File: config.mk
export PLATFORM = sky130hd
export DESIGN_NAME = seq_det_serializer
export DESIGN_NICKNAME = d
export VERILOG_FILES = /design/src/rtl/seq_det_pkg.sv /design/src/rtl/seq_det_serializer.sv
export SDC_FILE = /design/constraint.sdc
export NUM_CORES = 1
export LEC_CHECK = 0
export ABC_AREA = 0
export CAP_MARGIN = 30
export CELL_PAD_IN_SITES_DETAIL_PLACEMENT = 1
export CELL_PAD_IN_SITES_GLOBAL_PLACEMENT = 2
export CORE_UTILIZATION = 28
export CTS_BUF_LIST = sky130_fd_sc_hd__clkbuf_4 sky130_fd_sc_hd__clkbuf_8 sky130_fd_sc_hd__clkbuf_16
export DETAILED_ROUTE_END_ITERATION = 10
export PLACE_DENSITY = 0.86
export SYNTH_ARGS = -nofsm -noshare
export SYNTH_HDL_FRONTEND = slang
export SYNTH_SLANG_ARGS = --single-unit
File: constraint.sdc
create_clock -name Clk -period 1.98 [get_ports Clk]
set_input_delay 0.396 -clock Clk [delete_from_list [all_inputs] [get_ports Clk]]
set_output_delay 0.396 -clock Clk [all_outputs]
set_load 0.005 [all_outputs]
File: src/rtl/seq_det_pkg.sv
// Shared types and defaults for the serial sequence detector family.
// Latency: n/a (declarations only).
// Backpressure: n/a.
// Contents: state_t {IDLE, SHIFT}; WIDTH_DEF / IDLE_LEVEL_DEF, which the
// detector and its bench also use.
package seq_det_pkg;

   typedef enum logic {
      IDLE  = 1'b0,
      SHIFT = 1'b1
   } state_t;

   localparam int   WIDTH_DEF      = 8;
   localparam logic IDLE_LEVEL_DEF = 1'b0;

endpackage

File: src/rtl/seq_det_serializer.sv
// Parallel-to-serial front end feeding the sequence detector's serial input B.
// Latency: first bit on B one clock after the handshake edge, last bit WIDTH clocks after.
// Backpressure: Load_ready only in IDLE or on the last bit; Hold freezes everything and blocks loads.
// Ports: Clk/Rst (async, active-low); Data_in/Load_valid/Load_ready load handshake;
//        Hold stall; B/B_valid/B_last registered serial output; Busy = word in flight.
module seq_det_serializer
   import seq_det_pkg::*;
#(
   parameter int   WIDTH      = WIDTH_DEF,
   parameter bit   MSB_FIRST  = 1'b1,
   parameter logic IDLE_LEVEL = IDLE_LEVEL_DEF
) (
   input  logic             Clk,
   input  logic             Rst,
   input  logic [WIDTH-1:0] Data_in,
   input  logic             Load_valid,
   output logic             Load_ready,
   input  logic             Hold,
   output logic             B,
   output logic             B_valid,
   output logic             B_last,
   output logic             Busy
);

   localparam int             CNT_W    = (WIDTH > 1) ? $clog2(WIDTH) : 1;
   localparam logic [CNT_W-1:0] CNT_LAST = CNT_W'(WIDTH - 1);

   state_t           state_q, state_d;
   logic [WIDTH-1:0] sr_q, sr_d;
   logic [CNT_W-1:0] cnt_q, cnt_d;
   logic             b_q, b_d;
   logic             b_valid_q, b_valid_d;
   logic             b_last_q, b_last_d;
   logic             xfer;

   // Bit that sits at the output end of a word.
   function automatic logic out_bit(input logic [WIDTH-1:0] w);
      return MSB_FIRST ? w[WIDTH-1] : w[0];
   endfunction

   // Move the next bit into the output position.
   function automatic logic [WIDTH-1:0] shift_word(input logic [WIDTH-1:0] w);
      return MSB_FIRST ? {w[WIDTH-2:0], 1'b0} : {1'b0, w[WIDTH-1:1]};
   endfunction

   // Ready either when idle or while the last bit is on B, so the next word
   // follows with no gap. Gating by Rst keeps it low throughout reset.
   assign Load_ready = Rst && !Hold &&
                       (state_q == IDLE || (state_q == SHIFT && cnt_q == CNT_LAST));
   assign xfer       = Load_valid && Load_ready;

   always_comb begin
      state_d   = state_q;
      sr_d      = sr_q;
      cnt_d     = cnt_q;
      b_d       = b_q;
      b_valid_d = b_valid_q;
      b_last_d  = b_last_q;

      // Hold leaves every default in place; xfer is already blocked by Load_ready.
      if (!Hold) begin
         if (xfer) begin
            // Same action from IDLE or from the last bit of SHIFT: start a new word.
            state_d   = SHIFT;
            sr_d      = Data_in;
            cnt_d     = '0;
            b_d       = out_bit(Data_in);
            b_valid_d = 1'b1;
            b_last_d  = (CNT_LAST == '0);
         end else if (state_q == SHIFT) begin
            if (cnt_q != CNT_LAST) begin
               sr_d      = shift_word(sr_q);
               cnt_d     = cnt_q + CNT_W'(1);
               b_d       = out_bit(sr_d);
               b_valid_d = 1'b1;
               b_last_d  = (cnt_d == CNT_LAST);
            end else begin
               state_d   = IDLE;
               b_d       = IDLE_LEVEL;
               b_valid_d = 1'b0;
               b_last_d  = 1'b0;
            end
         end
      end
   end

   always_ff @(posedge Clk or negedge Rst) begin
      if (!Rst) begin
         state_q   <= IDLE;
         sr_q      <= '0;
         cnt_q     <= '0;
         b_q       <= IDLE_LEVEL;
         b_valid_q <= 1'b0;
         b_last_q  <= 1'b0;
      end else begin
         state_q   <= state_d;
         sr_q      <= sr_d;
         cnt_q     <= cnt_d;
         b_q       <= b_d;
         b_valid_q <= b_valid_d;
         b_last_q  <= b_last_d;
      end
   end

   assign B       = b_q;
   assign B_valid = b_valid_q;
   assign B_last  = b_last_q;
   assign Busy    = (state_q == SHIFT);

endmodule

After elaboration in Yosys (flattened, before gate mapping):

Cells that the tools add are included.

* add/subtract/negate cells: 1
* multiply operators: 0
* divide/modulo/power cells: 0
* order comparisons: 0
* equality and inequality tests: 3
* shift-type cells: 0
* muxes and demuxes: 17
* bitwise logic cells: 2
* reduce and logical (&&, ||, !) cells: 10

Operator list (number)
* $mux W7: 3
* $mux W1: 11
* $mux W3: 3
* $eq A3 B3 Y1 const B: 2
* $logic_and A1 B1 Y1: 4
* $reduce_bool A2 Y1: 2
* $add A3 B1 Y3 const B: 1
* $ne A3 B3 Y1 const B: 1
* $reduce_and A3 Y1: 1
* $not A1 Y1: 2
* $reduce_and A2 Y1: 1
* $logic_not A1 Y1: 1
* $logic_or A1 B1 Y1: 1

* bits in registers: 14
* latch bits: 0
* memory bits (writable): 0
* ROM bits: 0
* input bits: 12
* word-level logic and storage cells: 39
* memories: 0

Depth between registers and ports, before layout:

Gate-level depths: netlist of run 1.

* depth after elaboration: 7
* depth in mapped cells: 7

Least setup slack after synthesis of run 1:

No wires, ideal clock.

* kind: reg-to-reg
* start: register cnt_q[0]
* end: register b_q, in the netlist B
* library setup time: 0.127 ns
* data arrival time: 1.463 ns
* path slack: 0.390 ns
* stages on the path, launching flop included: 8
* clock period less this slack: 1.590 ns
* cell sequence: dfrtp_1 > ha_1 > ha_1 > nand2b_4 > and4_4 > buf_6 > a221oi_2 > a21oi_1

* word-level cells in the longest chain between the ends: 7

RTL lines
* from (decl): line seq_det_serializer.sv:30 `logic [CNT_W-1:0] cnt_q, cnt_d;`
* from (signal assigned): line seq_det_serializer.sv:98 `cnt_q <= cnt_d;`
* $eq A3 B3 Y1: line seq_det_serializer.sv:49 `(state_q == IDLE || (state_q == SHIFT && cnt_q == CNT_LAST));`
* $logic_and A1 B1 Y1: line seq_det_serializer.sv:49
* $logic_or A1 B1 Y1: line seq_det_serializer.sv:49
* $logic_and A1 B1 Y1: line seq_det_serializer.sv:48 `assign Load_ready = Rst && !Hold &&`
* $logic_and A1 B1 Y1: line seq_det_serializer.sv:50 `assign xfer = Load_valid && Load_ready;`
* $reduce_bool A2 Y1 (no source line)
* $reduce_and A2 Y1 (no source line)
* to (signal assigned): line seq_det_serializer.sv:92 `b_q <= IDLE_LEVEL;`
* to (signal assigned): line seq_det_serializer.sv:99 `b_q <= b_d;`
* to (decl): line seq_det_serializer.sv:31 `logic b_q, b_d;`

Parallel ways exist; a longest one is shown, timed or not. The select of a mux whose other input is x is not followed.
A chain may end at the register's enable or synchronous reset.

Worst setup path after layout of run 1:

* start: register cnt_q[1]
* end: output Load_ready

* word-level cells in the longest chain between the ends: 4

RTL lines
* $eq A3 B3 Y1: line seq_det_serializer.sv:49
* $logic_and A1 B1 Y1: line seq_det_serializer.sv:49
* $logic_or A1 B1 Y1: line seq_det_serializer.sv:49
* $logic_and A1 B1 Y1: line seq_det_serializer.sv:48
* to (decl): line seq_det_serializer.sv:17 `output logic Load_ready,`

No other way between the ends.

==> results of run 1 <==
==> placed cells by master, fill, tap and decap left out, drive strengths merged <==
| cell type | instances |
|---|---|
| nand2 | 16 |
| o21ai | 3 |
| nor2b | 1 |
| a221oi | 1 |
| nand2b | 1 |
| a21oi | 14 |
| clkbuf | 5 |
| ha | 3 |
| nor2 | 6 |
| and3 | 1 |
| inv | 3 |
| a32o | 2 |
| nand4 | 1 |
| nand4b | 1 |
| buf | 10 |
| a21o | 2 |
| and4 | 1 |
| dfrtp | 14 |
| clkdlybuf4s50 | 15 |
==> layout make-up <==
class                           instances  area [um^2]
Clock buffer                            4         36.3
Fill cell                             273         1280
Inverter                                3         11.3
Multi-Input combinational cell         53          313
Sequential cell                        14          350
Tap cell                               28         35.0
Timing Repair Buffer                   26          230
==> cell families (layout without fill, tap and decap cells) <==
logic type,count (synthesis),count (layout),synth area share [%]
DFF,14,14,51.1
and+or+nand+nor,28,28,19.7
adders and majority gates,3,3,5.48
AOI/OAI and AO/OA,22,22,19.7
buffers and inverters,5,33,4.01
==> registers in the layout (all words and copies together), names as in the netlist <==
register  flops
B_valid       1
sr_q          7
B_last        1
Busy          1
cnt_q         3
B             1
==> where the power goes <==
group          total (uW)  internal (uW)  switching [uW]
clock                 211            112            99.0
sequential            430            374            55.7
combinational         323            174             149
total                 964            660             303
==> repair_timing <==
item / 4_1_cts / 5_1_grt
endpoints found under the setup margin: 1 / 1
pin swaps: 0 / 0
setup buffers: 2 / 0
gates resized for setup: 4 / 1
hold buffers: 0 / 0
==> worst reg2reg max path, stage by stage (launching register included) <==
cell      delay, ps
dfrtp_1         400
ha_2            170
ha_2            170
nand2b_4        130
buf_4           140
a21o_1          300
a32o_1          260
==> layer usage <==
metal / vias up / part of all wire, %
met2: 20 / 49
met4: 0 / 1.8
met3: 4 / 4.8
li1: 305 / -
met1: 311 / 45
met5: - / 0
==> metrics by stage <==
step           power, uW  cells  setup slack (ps)  area, um^2  utilization [%]
2_1_floorplan        587     72               390         686                -
3_3_place_gp         718    122              39.7         925             41.0
3_5_place_dp         736    122              32.3         925             41.0
4_1_cts              966    128              52.0         981             43.5
5_1_grt             1040    128              71.0         976             43.3
6_report             964    128               151         976             43.3
==> worst paths after layout <==
| path | startpoint | endpoint | slack [ps] |
|---|---|---|---|
| worst min register to register | B_valid$_DFFE_PN0P_ | B_valid$_DFFE_PN0P_ | 480 |
| worst max register to register | cnt_q[1]$_DFFE_PN0P_ | cnt_q[2]$_DFFE_PN0P_ | 290 |
| worst min-delay path | Rst | Busy$_DFFE_PN0N_ | 430 |
| worst max-delay path | cnt_q[1]$_DFFE_PN0P_ | Load_ready | 150 |
| max in group asynchronous | Rst | B$_DFFE_PN0P_ | 1200 |
| min in group Clk | B_valid$_DFFE_PN0P_ | B_valid$_DFFE_PN0P_ | 480 |
==> metrics.yaml, run 1 <==
finish:
  syn_to_final_growth_pct: 42.3
  drive_gt1_share_pct: 20.0
  diodes: 0
  final_nets: 116
place:
  port_buffers: 16
  dpl.hpwl_um: 1240
  globalplace.congestion: 0.772
drt:
  drt-vias-per-instance: 5.00
  drt-total-wl_um: 1830
  vias: 640
  drcViolationCount: 0
  ant_nets: 0
  post_drt_wl_per_cell_um: 14.3
  dr.pass1.iters: 4
  drt_iter0_drc: 7
cts:
  htreeDepth: 1
  cts.path.max_buffers: 2
  cts_root_buf: "clkbuf_4"
  clkSlewWorstSetupHoldPaths_ps: 100
  cts_buffers: 3
  cts_tree: "built"
  cts.sinks: 14
  clkLatencyLatePin_ps: 280
setup_path:
  crit_path_end_kind: "primary output"
  slowest_delay_ps: 400
  cp.depth: 5
  crit_path_start_kind: "flop"
  path_max_fanout: 2
  reg2regPathDepth: 6
  cp_top_family: "flip-flops"
  path_buf_inv: 1
  crit_arrival_ps: 1430
  slowest_stage: "dfrtp_1"
  path_class: "reg -> out"
  crit_required_ps: 1580
  crit_chain: "ha_2, ha_2, nand2b_4, and3_1, clkbuf_2"
  cpMostUsedCell: "ha_2"
global_route:
  grt_pass1_wl_um: 3090
  busiest_layer: "met2"
  use_met1_pct: 20.3
  antenna_found_initial: 0
  use_met2_pct: 26.4
  gr-usage-met3_pct: 2.98
  grt.overflow.total: 0
  grt_util_all_layers_pct: 16.7
  grt_max_degree: 13
  grt_pass1_vias: 655
die:
  die_h_um: 51.5
  die-area_mm2: 0.00265
  core_area_mm2: 0.00225
  floorplan.initialDensity_pct: 30.4
  die_w_um: 51.5
  ios: 17
  rows: 17
sta:
  final-hold-violation-count: 0
  tightest_slew_ps: 435
  drv_slew: 0
  skew_ps: 9.26
  fmax_mhz: 547
  whs_ps: 426
  fin_tns_setup_ps: 0
  fin_crit_sh_pct: 92.4
  grt_setup_unrepaired: "false"
  finalSetupViolCount: 0
  slew_headroom_pct: 71.0
  fin_crit_ps: 1830
power_and_ir_drop:
  irDropWorstVdd_v: 0.000374
  powerDensity_mw_per_mm2: 987
  total_leakage_power_uw: 0.000462
logic_synthesis:
  postSynth.asyncResetShare_pct: 100
  synth_seq_area_share_pct: 51.1
  ys_warn_count: 0
  synthTopCellsByCount: "16 x nand2_1, 14 x a21oi_1, 14 x dfrtp_1, 6 x nor2_1"
  netlist_area_um2: 686
  yosysTopAreaCellShare_pct: 51.1
  synth.area.top_cells: "dfrtp_1 51%, a21oi_1 10%, nand2_1 8.8%"
  synth_most_common_cell: "nand2_1"
  ys.flop_type: "dfrtp_1"
  ys_types: 18
  synth.largest_area_cell: "dfrtp_1"
  synth_nets: 87
  synth_edf_count: 0
  synth-seq-cells: 14
  synthCells: 72
  syn-mean-instance-area_um2: 9.52
flow_run:
  max_cap_violations: 0
min_path:
  hp-class: "in -> async"
run_status:
  status: "completed"
Note: power is estimated with default switching activity, not from simulation.
==> run 2, diff against run 1 <==
--- a/config.mk
+++ b/config.mk
@@ -9,6 +9,7 @@
 export CAP_MARGIN = 30
 export CELL_PAD_IN_SITES_DETAIL_PLACEMENT = 1
 export CELL_PAD_IN_SITES_GLOBAL_PLACEMENT = 2
+export CORE_ASPECT_RATIO = 0.6
 export CORE_UTILIZATION = 28
 export CTS_BUF_LIST = sky130_fd_sc_hd__clkbuf_4 sky130_fd_sc_hd__clkbuf_8 sky130_fd_sc_hd__clkbuf_16
 export DETAILED_ROUTE_END_ITERATION = 10
==> run 2 against run 1 <==
  * Via count shrank 3.1%
  * Sequential cell count is the same
  * Largest power group unchanged
  * Non-clock buffer count is the same
  * Count of clock-buffer cells in the layout shrank 1
  * Final area grew 2.3%
  * Register-to-register slack lost 50 ps
  * Largest cell class unchanged
==> metrics.yaml, run 2 (synthesis gave the netlist of run 1 again) <==
drt:
  post_drt_wl_per_cell_um: 14.0
  vias: 620
  drcViolationCount: 0
  drt-total-wl_um: 1810
  dr.pass1.iters: 4
  drt_iter0_drc: 50
  ant_nets: 0
  drt-vias-per-instance: 4.81
cts:
  cts_root_buf: "clkbuf_8"
  cts.path.max_buffers: 2
  cts_tree: "built"
  clkSlewWorstSetupHoldPaths_ps: 60
  cts_buffers: 3
  clkLatencyLatePin_ps: 250
  cts.sinks: 14
  htreeDepth: 1
  postCtsHoldBufs: 0
global_route:
  antenna_found_initial: 0
  grt_util_all_layers_pct: 16.5
  grt.overflow.total: 0
  grt_pass1_vias: 583
  grt_pass1_wl_um: 2940
  grt_max_degree: 16
die:
  floorplan.initialDensity_pct: 30.5
  die_h_um: 40.3
  rows: 13
  core_area_mm2: 0.00224
  die_w_um: 65.9
  ios: 17
  die-area_mm2: 0.00266
sta:
  final-hold-violation-count: 0
  skew_ps: 7.95
  whs_ps: 475
  grt_setup_unrepaired: "false"
  fin_crit_sh_pct: 96.3
  tightest_slew_ps: 426
  fin_crit_ps: 1910
  finalSetupViolCount: 0
  drv_slew: 0
  fmax_mhz: 524
  slew_headroom_pct: 71.6
  fin_tns_setup_ps: 0
place:
  port_buffers: 16
  dpl.hpwl_um: 1290
  dp.cells: 124
  globalplace.congestion: 0.734
setup_path:
  path_max_fanout: 3
  crit_required_ps: 1580
  crit_arrival_ps: 1510
  crit_path_start_kind: "flop"
  r2r_setup_slack_ps: 240
  path_class: "reg -> out"
  crit_path_end_kind: "primary output"
power_and_ir_drop:
  total_leakage_power_uw: 0.000463
  powerDensity_mw_per_mm2: 1010
  total_power_uw: 1010
  irDropWorstVdd_v: 0.000363
finish:
  largest_reg_flops: 7
  final_common_cell: "nand2_1"
  fillers: 258
  stdcell_count: 129
  diodes: 0
  largestRegisters: "sr_q: 7 flops, cnt_q: 3 flops"
  final_nets: 116
  layout_common_cells: "16 x nand2_1, 15 x clkdlybuf4s50_1, 14 x dfrtp_1, 14 x a21oi_1, 10 x buf_4"
  drive_gt1_share_pct: 18.2
  regMostFlops: "sr_q"
  syn_to_final_growth_pct: 45.6
flow_run:
  max_cap_violations: 0
run_status:
  status: "completed"
min_path:
  hp-class: "reg -> reg"
run 2: cell count changes in the layout (fill, tap and decap cells not counted), sizes merged:
| cell | before | now |
|---|---|---|
| clkbuf | 5 | 3 |
| clkdlybuf4s15 | 0 | 1 |
run 2: final timing paths:
| check | endpoint | start | cells past startpoint |
|---|---|---|---|
| hold / removal | B_valid$_DFFE_PN0P_ | B_valid$_DFFE_PN0P_ | 2 |
| min in group asynchronous | cnt_q[2]$_DFFE_PN0P_ | Rst | 2 |
| hold reg to reg | B_valid$_DFFE_PN0P_ | B_valid$_DFFE_PN0P_ | 2 |
| max in group asynchronous | sr_q[6]$_DFFE_PN0P_ | Rst | 3 |
| setup reg to reg | sr_q[5]$_DFFE_PN0P_ | cnt_q[1]$_DFFE_PN0P_ | 7 |
| setup / recovery | Load_ready | cnt_q[1]$_DFFE_PN0P_ | 5 |
run 2: worst max-delay path: stages (launching register included):
cell and delay [ps]:
dfrtp_1 390, ha_2 210, ha_4 170, nand2b_4 130
and3_1 170, clkdlybuf4s15_1 200
run 2: power breakdown:
part	total, uW	leakage [uW]	switching (uW)	internal (uW)
registers	431	0.000166	55.7	376
clock network	233	0.0000216	98.5	134
logic	346	0.000276	154	192
total	1010	0.000463	309	702
run 2: metrics by stage:
step | utilization [%] | setup slack, ps | cell area, um^2
2_1_floorplan | - | 390 | 686
3_3_place_gp | 41.3 | 27.4 | 927
3_5_place_dp | 41.3 | -12.2 | 927
4_1_cts | 44.4 | 8.93 | 997
5_1_grt | 44.5 | 11.4 | 998
6_report | 44.5 | 72.7 | 998
run 2: final cells by class:
class                           count  area [um^2]  area share (%)
Clock buffer                        3         41.3            4.14
Inverter                            3         11.3            1.13
Multi-Input combinational cell     53          323            32.3
Sequential cell                    14          350            35.1
Tap cell                           30         37.5            3.76
Timing Repair Buffer               26          235            23.6
run 2: layer usage:
layer | wire, um | GRT usage, % | part of all wire, % | vias to the layer above
li1 | - | - | - | 306
met1 | 915 | 22.0 | 51 | 297
met2 | 786 | 25.3 | 43 | 17
met3 | 105 | 6.82 | 5.8 | 0
met4 | 0 | 3.26 | 0 | 0
met5 | 0 | 0 | 0 | -
run 2: timing repair:
action / 4_1_cts / 5_1_grt
pin swaps: 0 / 1
buffers inserted: 2 / 0
setup endpoints to repair: 1 / 1
resized for setup: 4 / 1
